==> config.mk <==
export PLATFORM = sky130hd
export DESIGN_NAME = cnt_spi_readout
export DESIGN_NICKNAME = d
export VERILOG_FILES = /design/src/rtl/cnt_spi_readout.sv
export SDC_FILE = /design/constraint.sdc
export NUM_CORES = 1
export LEC_CHECK = 0
export ABC_AREA = 1
export CORE_ASPECT_RATIO = 0.8
export CORE_MARGIN = 4
export CORE_UTILIZATION = 53
export CTS_CLUSTER_DIAMETER = 150
export DETAILED_ROUTE_END_ITERATION = 8
export GPL_ROUTABILITY_DRIVEN = 0
export PLACE_DENSITY_LB_ADDON = 0.15
export SLEW_MARGIN = 20
export SYNTH_ARGS = -nofsm -noshare
export SYNTH_HDL_FRONTEND = slang
export SYNTH_SLANG_ARGS = --single-unit
==> constraint.sdc <==
create_clock -name sys_clk -period 2.5 [get_ports sys_clk]
set_input_delay 0.625 -clock sys_clk [delete_from_list [all_inputs] [get_ports sys_clk]]
set_output_delay 0.625 -clock sys_clk [all_outputs]
set_load 0.01 [all_outputs]
==> src/rtl/cnt_spi_readout.sv <==
// Snapshots freq_cnt_calc results and serves them to a host over a CS-less SPI mode-0 slave.
// Build option: define SPI_CRC8_EN to append a CRC-8 (poly 0x07) after the 72-bit response word.
module cnt_spi_readout #(
    parameter int         CNT_W    = 34,
    parameter logic [7:0] CMD_READ = 8'hA5,
    parameter int         IDLE_TO  = 1024
) (
    input  logic             sys_clk,
    input  logic             sys_rst_n,
    input  logic [CNT_W-1:0] stand_cnt,
    input  logic [CNT_W-1:0] test_cnt,
    input  logic             calc_flag,
    input  logic             spi_clk,
    input  logic             spi_mosi,
    output logic             miso,
    output logic             busy
);

    localparam int WORD_W = 2 * CNT_W + 4;
`ifdef SPI_CRC8_EN
    localparam int CRC_W = 8;
`else
    localparam int CRC_W = 0;
`endif
    localparam int SR_W       = WORD_W + CRC_W;
    localparam int FRAME_BITS = 8 + SR_W;
    localparam int BC_W       = $clog2(FRAME_BITS + 1);
    localparam int TO_W       = $clog2(IDLE_TO + 1);

    typedef enum logic [1:0] {IDLE, CMD, RESP, DUMMY} state_t;

    state_t           state, state_nx;
    logic [2:0]       sclk_q;
    logic [1:0]       mosi_q;
    logic             sclk_rise, sclk_fall, mosi_s;
    logic [TO_W-1:0]  to_cnt;
    logic             timeout;
    logic [BC_W-1:0]  bit_cnt;
    logic [6:0]       cmd_sr;
    logic             cmd_match;
    logic [SR_W-1:0]  resp_sr;
    logic [SR_W-1:0]  resp_load;
    logic [WORD_W-1:0] resp_word;
    logic             cf_q, cf_rise;
    logic [CNT_W-1:0] shadow_stand, shadow_test, pend_stand, pend_test;
    logic             valid, overrun, pend_full, ovr_since_load;
    logic             last_fall, frame_end, resp_end, load_evt;

    // spi_clk uses a third stage only for edge detection; mosi is aligned with stage 2.
    always_ff @(posedge sys_clk or negedge sys_rst_n) begin
        if (!sys_rst_n) begin
            sclk_q <= '0;
            mosi_q <= '0;
            cf_q   <= 1'b0;
        end else begin
            sclk_q <= {sclk_q[1:0], spi_clk};
            mosi_q <= {mosi_q[0], spi_mosi};
            cf_q   <= calc_flag;
        end
    end

    assign sclk_rise = sclk_q[1] & ~sclk_q[2];
    assign sclk_fall = ~sclk_q[1] & sclk_q[2];
    assign mosi_s    = mosi_q[1];
    assign cf_rise   = calc_flag & ~cf_q;
    assign busy      = (state != IDLE);

    always_ff @(posedge sys_clk or negedge sys_rst_n) begin
        if (!sys_rst_n)
            to_cnt <= '0;
        else if (state == IDLE || sclk_q[1] || timeout)
            to_cnt <= '0;
        else
            to_cnt <= to_cnt + TO_W'(1);
    end

    assign timeout   = (state != IDLE) && !sclk_q[1] && (to_cnt == TO_W'(IDLE_TO - 1));
    assign last_fall = sclk_fall && (bit_cnt == BC_W'(FRAME_BITS));
    assign frame_end = timeout || ((state == RESP || state == DUMMY) && last_fall);
    assign resp_end  = !timeout && (state == RESP) && last_fall;
    assign load_evt  = !timeout && (state == CMD) && sclk_fall
                       && (bit_cnt == BC_W'(8)) && cmd_match;

    assign resp_word = {2'b00, valid, overrun, shadow_stand, shadow_test};

`ifdef SPI_CRC8_EN
    function automatic logic [7:0] crc8(input logic [WORD_W-1:0] d);
        logic [7:0] c;
        c = 8'h00;
        for (int i = WORD_W - 1; i >= 0; i--) begin
            if (c[7] ^ d[i]) c = {c[6:0], 1'b0} ^ 8'h07;
            else             c = {c[6:0], 1'b0};
        end
        return c;
    endfunction
    assign resp_load = {resp_word, crc8(resp_word)};
`else
    assign resp_load = resp_word;
`endif

    always_ff @(posedge sys_clk or negedge sys_rst_n) begin
        if (!sys_rst_n) state <= IDLE;
        else            state <= state_nx;
    end

    always_comb begin
        state_nx = state;
        if (timeout) begin
            state_nx = IDLE;
        end else begin
            case (state)
                IDLE:  if (sclk_rise) state_nx = CMD;
                CMD:   if (sclk_fall && bit_cnt == BC_W'(8)) state_nx = cmd_match ? RESP : DUMMY;
                RESP,
                DUMMY: if (last_fall) state_nx = IDLE;
                default: state_nx = IDLE;
            endcase
        end
    end

    // Rising edges are counted in every non-idle state; falls move miso.
    always_ff @(posedge sys_clk or negedge sys_rst_n) begin
        if (!sys_rst_n) begin
            bit_cnt   <= '0;
            cmd_sr    <= '0;
            cmd_match <= 1'b0;
            resp_sr   <= '0;
            miso      <= 1'b0;
        end else if (timeout) begin
            bit_cnt <= '0;
            miso    <= 1'b0;
        end else begin
            case (state)
                IDLE: begin
                    miso <= 1'b0;
                    if (sclk_rise) begin
                        bit_cnt <= BC_W'(1);
                        cmd_sr  <= {cmd_sr[5:0], mosi_s};
                    end
                end
                CMD: begin
                    if (sclk_rise) begin
                        bit_cnt <= bit_cnt + BC_W'(1);
                        cmd_sr  <= {cmd_sr[5:0], mosi_s};
                        if (bit_cnt == BC_W'(7))
                            cmd_match <= ({cmd_sr, mosi_s} == CMD_READ);
                    end
                    if (sclk_fall && bit_cnt == BC_W'(8)) begin
                        if (cmd_match) begin
                            miso    <= resp_load[SR_W-1];
                            resp_sr <= {resp_load[SR_W-2:0], 1'b0};
                        end else begin
                            miso <= 1'b0;
                        end
                    end
                end
                RESP: begin
                    if (sclk_rise) bit_cnt <= bit_cnt + BC_W'(1);
                    if (sclk_fall) begin
                        if (last_fall) begin
                            miso    <= 1'b0;
                            bit_cnt <= '0;
                        end else begin
                            miso    <= resp_sr[SR_W-1];
                            resp_sr <= {resp_sr[SR_W-2:0], 1'b0};
                        end
                    end
                end
                DUMMY: begin
                    miso <= 1'b0;
                    if (sclk_rise) bit_cnt <= bit_cnt + BC_W'(1);
                    if (last_fall) bit_cnt <= '0;
                end
                default: begin
                    miso    <= 1'b0;
                    bit_cnt <= '0;
                end
            endcase
        end
    end

    // ovr_since_load keeps overruns raised after the word was loaded, so the
    // read-to-clear only drops what the host has actually seen.
    always_ff @(posedge sys_clk or negedge sys_rst_n) begin
        if (!sys_rst_n) begin
            shadow_stand   <= '0;
            shadow_test    <= '0;
            pend_stand     <= '0;
            pend_test      <= '0;
            valid          <= 1'b0;
            overrun        <= 1'b0;
            pend_full      <= 1'b0;
            ovr_since_load <= 1'b0;
        end else begin
            if (load_evt) ovr_since_load <= 1'b0;
            if (resp_end) overrun <= ovr_since_load;
            if (cf_rise && frame_end) begin
                shadow_stand <= stand_cnt;
                shadow_test  <= test_cnt;
                valid        <= 1'b1;
                pend_full    <= 1'b0;
                if (pend_full) overrun <= 1'b1;
            end else if (cf_rise && busy) begin
                pend_stand <= stand_cnt;
                pend_test  <= test_cnt;
                pend_full  <= 1'b1;
                if (pend_full) begin
                    overrun        <= 1'b1;
                    ovr_since_load <= 1'b1;
                end
            end else if (cf_rise) begin
                shadow_stand <= stand_cnt;
                shadow_test  <= test_cnt;
                valid        <= 1'b1;
            end else if (frame_end && pend_full) begin
                shadow_stand <= pend_stand;
                shadow_test  <= pend_test;
                valid        <= 1'b1;
                pend_full    <= 1'b0;
            end
        end
    end

endmodule

# [Word level (Yosys, flattened, before mapping)]
# Cells that the tools add are included.
[totals] in_bits=73 wordCells=129 output_inout_bits=2 ff_bits=247
[classes] addsub=2 bitwise=8 reduce_logical=36 n_eq_ne=18 muxes=47
[ops] cell="2-to-1 mux 72 bit" count=4
[ops] cell="2-to-1 mux 34 bit" count=8
[ops] cell="one-hot mux 72 bit (2 select lines)" count=1
[ops] cell="2-to-1 mux 7 bit" count=5
[ops] cell="one-hot mux 7 bit (4 select lines)" count=1
[ops] cell="2-to-1 mux 1 bit" count=21
[ops] cell="logical AND 1 bit" count=14
[ops] cell="adder 11 x 1 -> 11 bit (second input constant)" count=1
[ops] cell="equality test 11 x 10 -> 1 bit (second input constant)" count=1
[ops] cell="2-to-1 mux 11 bit" count=1
[ops] cell="!= test 3 bit (second input constant)" count=3
[ops] cell="equality test 8 bit (second input constant)" count=1
[ops] cell="2-to-1 mux 2 bit" count=4
[ops] cell="!= test 2 bit (second input constant)" count=4
[ops] cell="AND reduction 2 bit" count=4
[ops] cell="adder 7 x 1 -> 7 bit (second input constant)" count=1
[ops] cell="equality test 7 x 3 -> 1 bit (second input constant)" count=1
[ops] cell="equality test 7 x 4 -> 1 bit (second input constant)" count=1
[ops] cell="equality test 7 bit (second input constant)" count=1
[ops] cell="one-hot mux 2 bit (3 select lines)" count=1
[ops] cell="AND reduction 3 bit" count=2
[ops] cell="AND reduction 6 bit" count=1
[ops] cell="nonzero test 3 bit" count=2
[ops] cell="OR reduction 2 bit" count=3
[ops] cell="other kinds (13)" count=25

# [Depth between registers and ports, before layout]
[depth] depth_word=12 mapped_depth=13 ltp_nobuf=11

# [Least setup slack after synthesis]
# No wires, ideal clock.
[synth_path] kind="input to register" startpoint="in calc_flag" endpoint="reg valid" t_required_ps=2382 n_path_buf=2 slack_ps=678 setup_time_ps=118 stages=9 arrival_ps=1704 path_cell_list="inv_1 -> nor2_2 -> inv_1 -> nor2_1 -> nand3_1 -> nand2_2 -> buf_2 -> buf_6 -> nand2_1"
[synth_between] elab_chain_len=4 word_cells_on_any_way=9
[synth_lines] element="start, declared" line="12" text="input logic calc_flag,"
[synth_lines] element="bitwise AND 1 bit (*)" line="65" text="assign cf_rise = calc_flag & ~cf_q;"
[synth_lines] element="2-to-1 mux 1 bit (tied with other cells)" line="211" text="end else if (cf_rise) begin"
[synth_lines] element="2-to-1 mux 1 bit (tied with other cells)" line="203" text="end else if (cf_rise && busy) begin"
[synth_lines] element="2-to-1 mux 1 bit / AND reduction 2 bit (equally long branches)"
[synth_lines] element="end signal, assigned" line="200" text="valid <= 1'b1;"
[synth_lines] element="end signal, assigned" line="214" text="valid <= 1'b1;"
[synth_lines] element="end signal, assigned" line="218" text="valid <= 1'b1;"
[synth_lines] element="end, declared" line="46" text="logic valid, overrun, pend_full, ovr_since_load;"
# Mark *: on every way between the ends. The rest lies on a longest branch, timed or not. The select of a mux whose other input is x is not followed.
# A chain may end at the register's enable or synchronous reset.

# [Final worst setup path]
[layout_path] startpoint="reg state[1]" endpoint="out busy"
[layout_between] elab_chain_len=1
[layout_lines] element="start, declared" line="32" text="state_t state, state_nx;"
[layout_lines] element="start signal, assigned" line="103" text="else state <= state_nx;"
[layout_lines] element="nonzero test 2 bit" line="66" text="assign busy = (state != IDLE);"
[layout_lines] element="end, declared" line="16" text="output logic busy"
# Every way passes these cells.

==> impl_metrics.env <==
export IMPL_p_comb_share_pct=32.2
export IMPL_maxSlewHeadroom_pct=62.0
export IMPL_cts_made_buffers=25
export IMPL_cts_sinks=246
export IMPL_slew_violations=0
export IMPL_hold_path_class="in -> async"
export IMPL_setup_viol=0
export IMPL_rr_startpoint="bit_cnt[0]"
export IMPL_start_util_pct=54.5
export IMPL_p_clk_share_pct=25.4
export IMPL_grt_max_degree=98
export IMPL_dieHeight_um=139
export IMPL_clk_path_buf_depth=3
export IMPL_grt_pass1_wl_mm=42.5
export IMPL_avgSynthCellArea_sq_um=7.77
export IMPL_path_max_fanout=7
export IMPL_diodes=0
export IMPL_antenna_found_initial=0
export IMPL_core_rowCount=47
export IMPL_setup_ws_ns=0.0867
export IMPL_cts_resized=0
export IMPL_cts_root_buf="clkbuf_16"
export IMPL_seqPwrFrac_pct=42.5
export IMPL_synth_seq_area_share_pct=54.1
export IMPL_cp_start_kind="register"
export IMPL_nets=1585
export IMPL_required_ns=1.88
export IMPL_track_usage_pct=20.9
export IMPL_firstDrtPassIters=5
export IMPL_synth_cell_types=31
export IMPL_via_count=9241
export IMPL_wl_per_cell_um=13.7
export IMPL_routed_wl_mm=24.6
export IMPL_powerDensity_nw_per_um2=1110
export IMPL_max_slew_worst_pin_slew_ns=0.571
export IMPL_dp_hpwl_mm=14.7
export IMPL_leakagePower_nw=7.03
export IMPL_p_int_w=0.00943
export IMPL_yosys_register_bits=246
export IMPL_post_route_min_period_ns=2.41
export IMPL_switching_share_pct=36.2
export IMPL_outcome="completed"
export IMPL_path_clk_slew_ns=0.06
export IMPL_period_share_pct=96.5
export IMPL_io_pins=75
export IMPL_grt_overflow_total=0
export IMPL_drc=0
export IMPL_yosysWarningCount=0
export IMPL_cp_startpoint="state[1]"
export IMPL_htree_levels=1
export IMPL_p_sw_w=0.00535
export IMPL_post_drt_via_cell_ratio=5.15
export IMPL_dieWidth_um=172
export IMPL_hold_viol_final=0
export IMPL_final_antenna_net_count=0
export IMPL_criticalPathCategory="reg -> out"
export IMPL_core_area_sq_um=20900
export IMPL_syn2layout_area_growth_pct=16.7
export IMPL_cts_tree="built"
export IMPL_ir_drop_uv=641
export IMPL_drive_gt1_share_pct=5.83
export IMPL_clock_skew_ns=0.00847
export IMPL_port_buffers=74
export IMPL_synth_area_sq_um=11400
export IMPL_max_freq_ghz=0.414
export IMPL_finalHoldWorstSlack_ns=0.0627
export IMPL_grt_pass1_vias=8826
export IMPL_die_area_sq_um=23900
export IMPL_pre_cts_ws_ns=0.121
export IMPL_end_kind="output pin"
export IMPL_max_cap_violations=0
export IMPL_synthCells=1464
export IMPL_critPathArrivalTime_ns=1.79
export IMPL_synthesis_nets=1540
export IMPL_insertion_delay_ns=0.51
export IMPL_drtIter0Drc=761
## layout make-up
| class | instances | area, sq um |
|---|---|---|
| clock buffers | 38 | 744 |
| clock inverters | 6 | 80.1 |
| fillers | 1763 | 7590 |
| inverters | 103 | 387 |
| multi-input cells | 1028 | 4480 |
| flip-flops and latches | 246 | 6160 |
| well taps | 269 | 337 |
| repair buffers | 105 | 1100 |
## cells by family (layout without fill, tap and decap cells)
kind of cell / after synthesis / after routing / synth area share (%)
AND/OR/NAND/NOR: 860 / 860 / 31.0
flip-flops: 246 / 246 / 54.1
buffers and inverters: 190 / 252 / 6.67
AO/OA/AOI/OAI: 156 / 156 / 7.13
XOR/XNOR: 6 / 6 / 0.462
adder cells (fa/ha/maj): 3 / 3 / 0.330
multiplexers: 3 / 3 / 0.297
## cells in the final DEF, fill, tap and decap left out, types with 4 or more instances in the layout
cell,instances
nand3_1,150
clkbuf_8,7
clkbuf_16,25
nand2_1,647
clkdlybuf4s50_1,73
inv_1,100
clkinv_2,4
nand4_1,6
buf_12,10
nor3_1,8
dfrtp_1,246
a21oi_1,4
xor2_1,4
o22ai_1,19
buf_4,21
clkbuf_1,6
o21ai_0,130
nand2_2,4
nor2_1,31
## Yosys cell counts, drive strengths merged
library cell | count | area share (%)
dfrtp | 246 | 54
o21ai | 130 | 5.7
nand3b | 2 | 0.13
a21oi | 4 | 0.18
inv | 103 | 3.4
nor3 | 9 | 0.49
nand2 | 651 | 22
nor4 | 1 | 0.055
nand4 | 7 | 0.52
o211ai | 1 | 0.066
o22ai | 19 | 1.0
nor3b | 2 | 0.13
buf | 32 | 1.5
xnor2 | 2 | 0.15
nand3 | 151 | 6.6
mux2 | 3 | 0.30
o21bai | 2 | 0.13
nor2 | 37 | 1.5
ha | 3 | 0.33
clkbuf | 55 | 1.8
xor2 | 4 | 0.31
## sequential cells by signal, summed over array words and instances (netlist names)
register and cells:
resp_sr 71, pend_stand 34, pend_test 34, shadow_stand 34, shadow_test 34, to_cnt 11
bit_cnt 7, cmd_sr 7, sclk_q 3, mosi_q 2, state 2, cf_q 1
cmd_match 1, miso 1, overrun 1, ovr_since_load 1, pend_full 1, valid 1
## power by group through the flow
stage,Sequential [W],Clock (W),Combinational (W)
3_3_place_gp,0.00627,0,0.00462
5_1_grt,0.00647,0.00398,0.00552
2_1_floorplan,0.00611,0,0.00356
4_1_cts,0.00627,0.00382,0.00476
3_5_place_dp,0.00631,0,0.00474
6_report,0.00628,0.00375,0.00476
## repair_timing
item,CTS,global route
hold buffers,0,0
buffers inserted,0,3
setup endpoints to repair,0,1
## critical path, cell delays in order, from the launching register on
cell and delay (ns):
dfrtp_1 0.48, nor2_4 0.22, inv_1 0.09, clkdlybuf4s50_1 0.48
## final timing paths
check	to	slack, ns	depth (start not counted)
max in group asynchronous	resp_sr[45]	1.67	2
min in group sys_clk	sclk_q[1]	0.35	0
worst max-delay path	busy	0.09	3
worst max register to register	resp_sr[49]	0.21	10
worst min-delay path	pend_stand[26]	0.06	1
worst min register to register	sclk_q[1]	0.35	0
## routing by layer
| layer | wire length, um | part of all wire (%) | track usage [%] | vias to the layer above |
|---|---|---|---|---|
| met5 | 0 | 0 | 0 | - |
| met3 | 1320 | 5.4 | 2.99 | 32 |
| met1 | 12000 | 49 | 31.8 | 4287 |
| met4 | 386 | 1.6 | 3.97 | 0 |
| li1 | - | - | - | 4697 |
| met2 | 10900 | 44 | 32.5 | 225 |
## metrics by stage
stage | instances | TNS [ns] | total power, W | util, % | cell area [sq um]
3_3_place_gp | 1748 | 0 | 0.0109 | 59.6 | 12400
4_1_cts | 1792 | 0 | 0.0149 | 63.5 | 13300
5_1_grt | 1795 | -0.00264 | 0.0160 | 63.6 | 13300
3_5_place_dp | 1748 | 0 | 0.0110 | 59.6 | 12400
6_report | 1795 | 0 | 0.0148 | 63.6 | 13300
2_1_floorplan | 1464 | 0 | 0.00967 | - | 11400
Note: power is estimated with default switching activity, not from simulation.
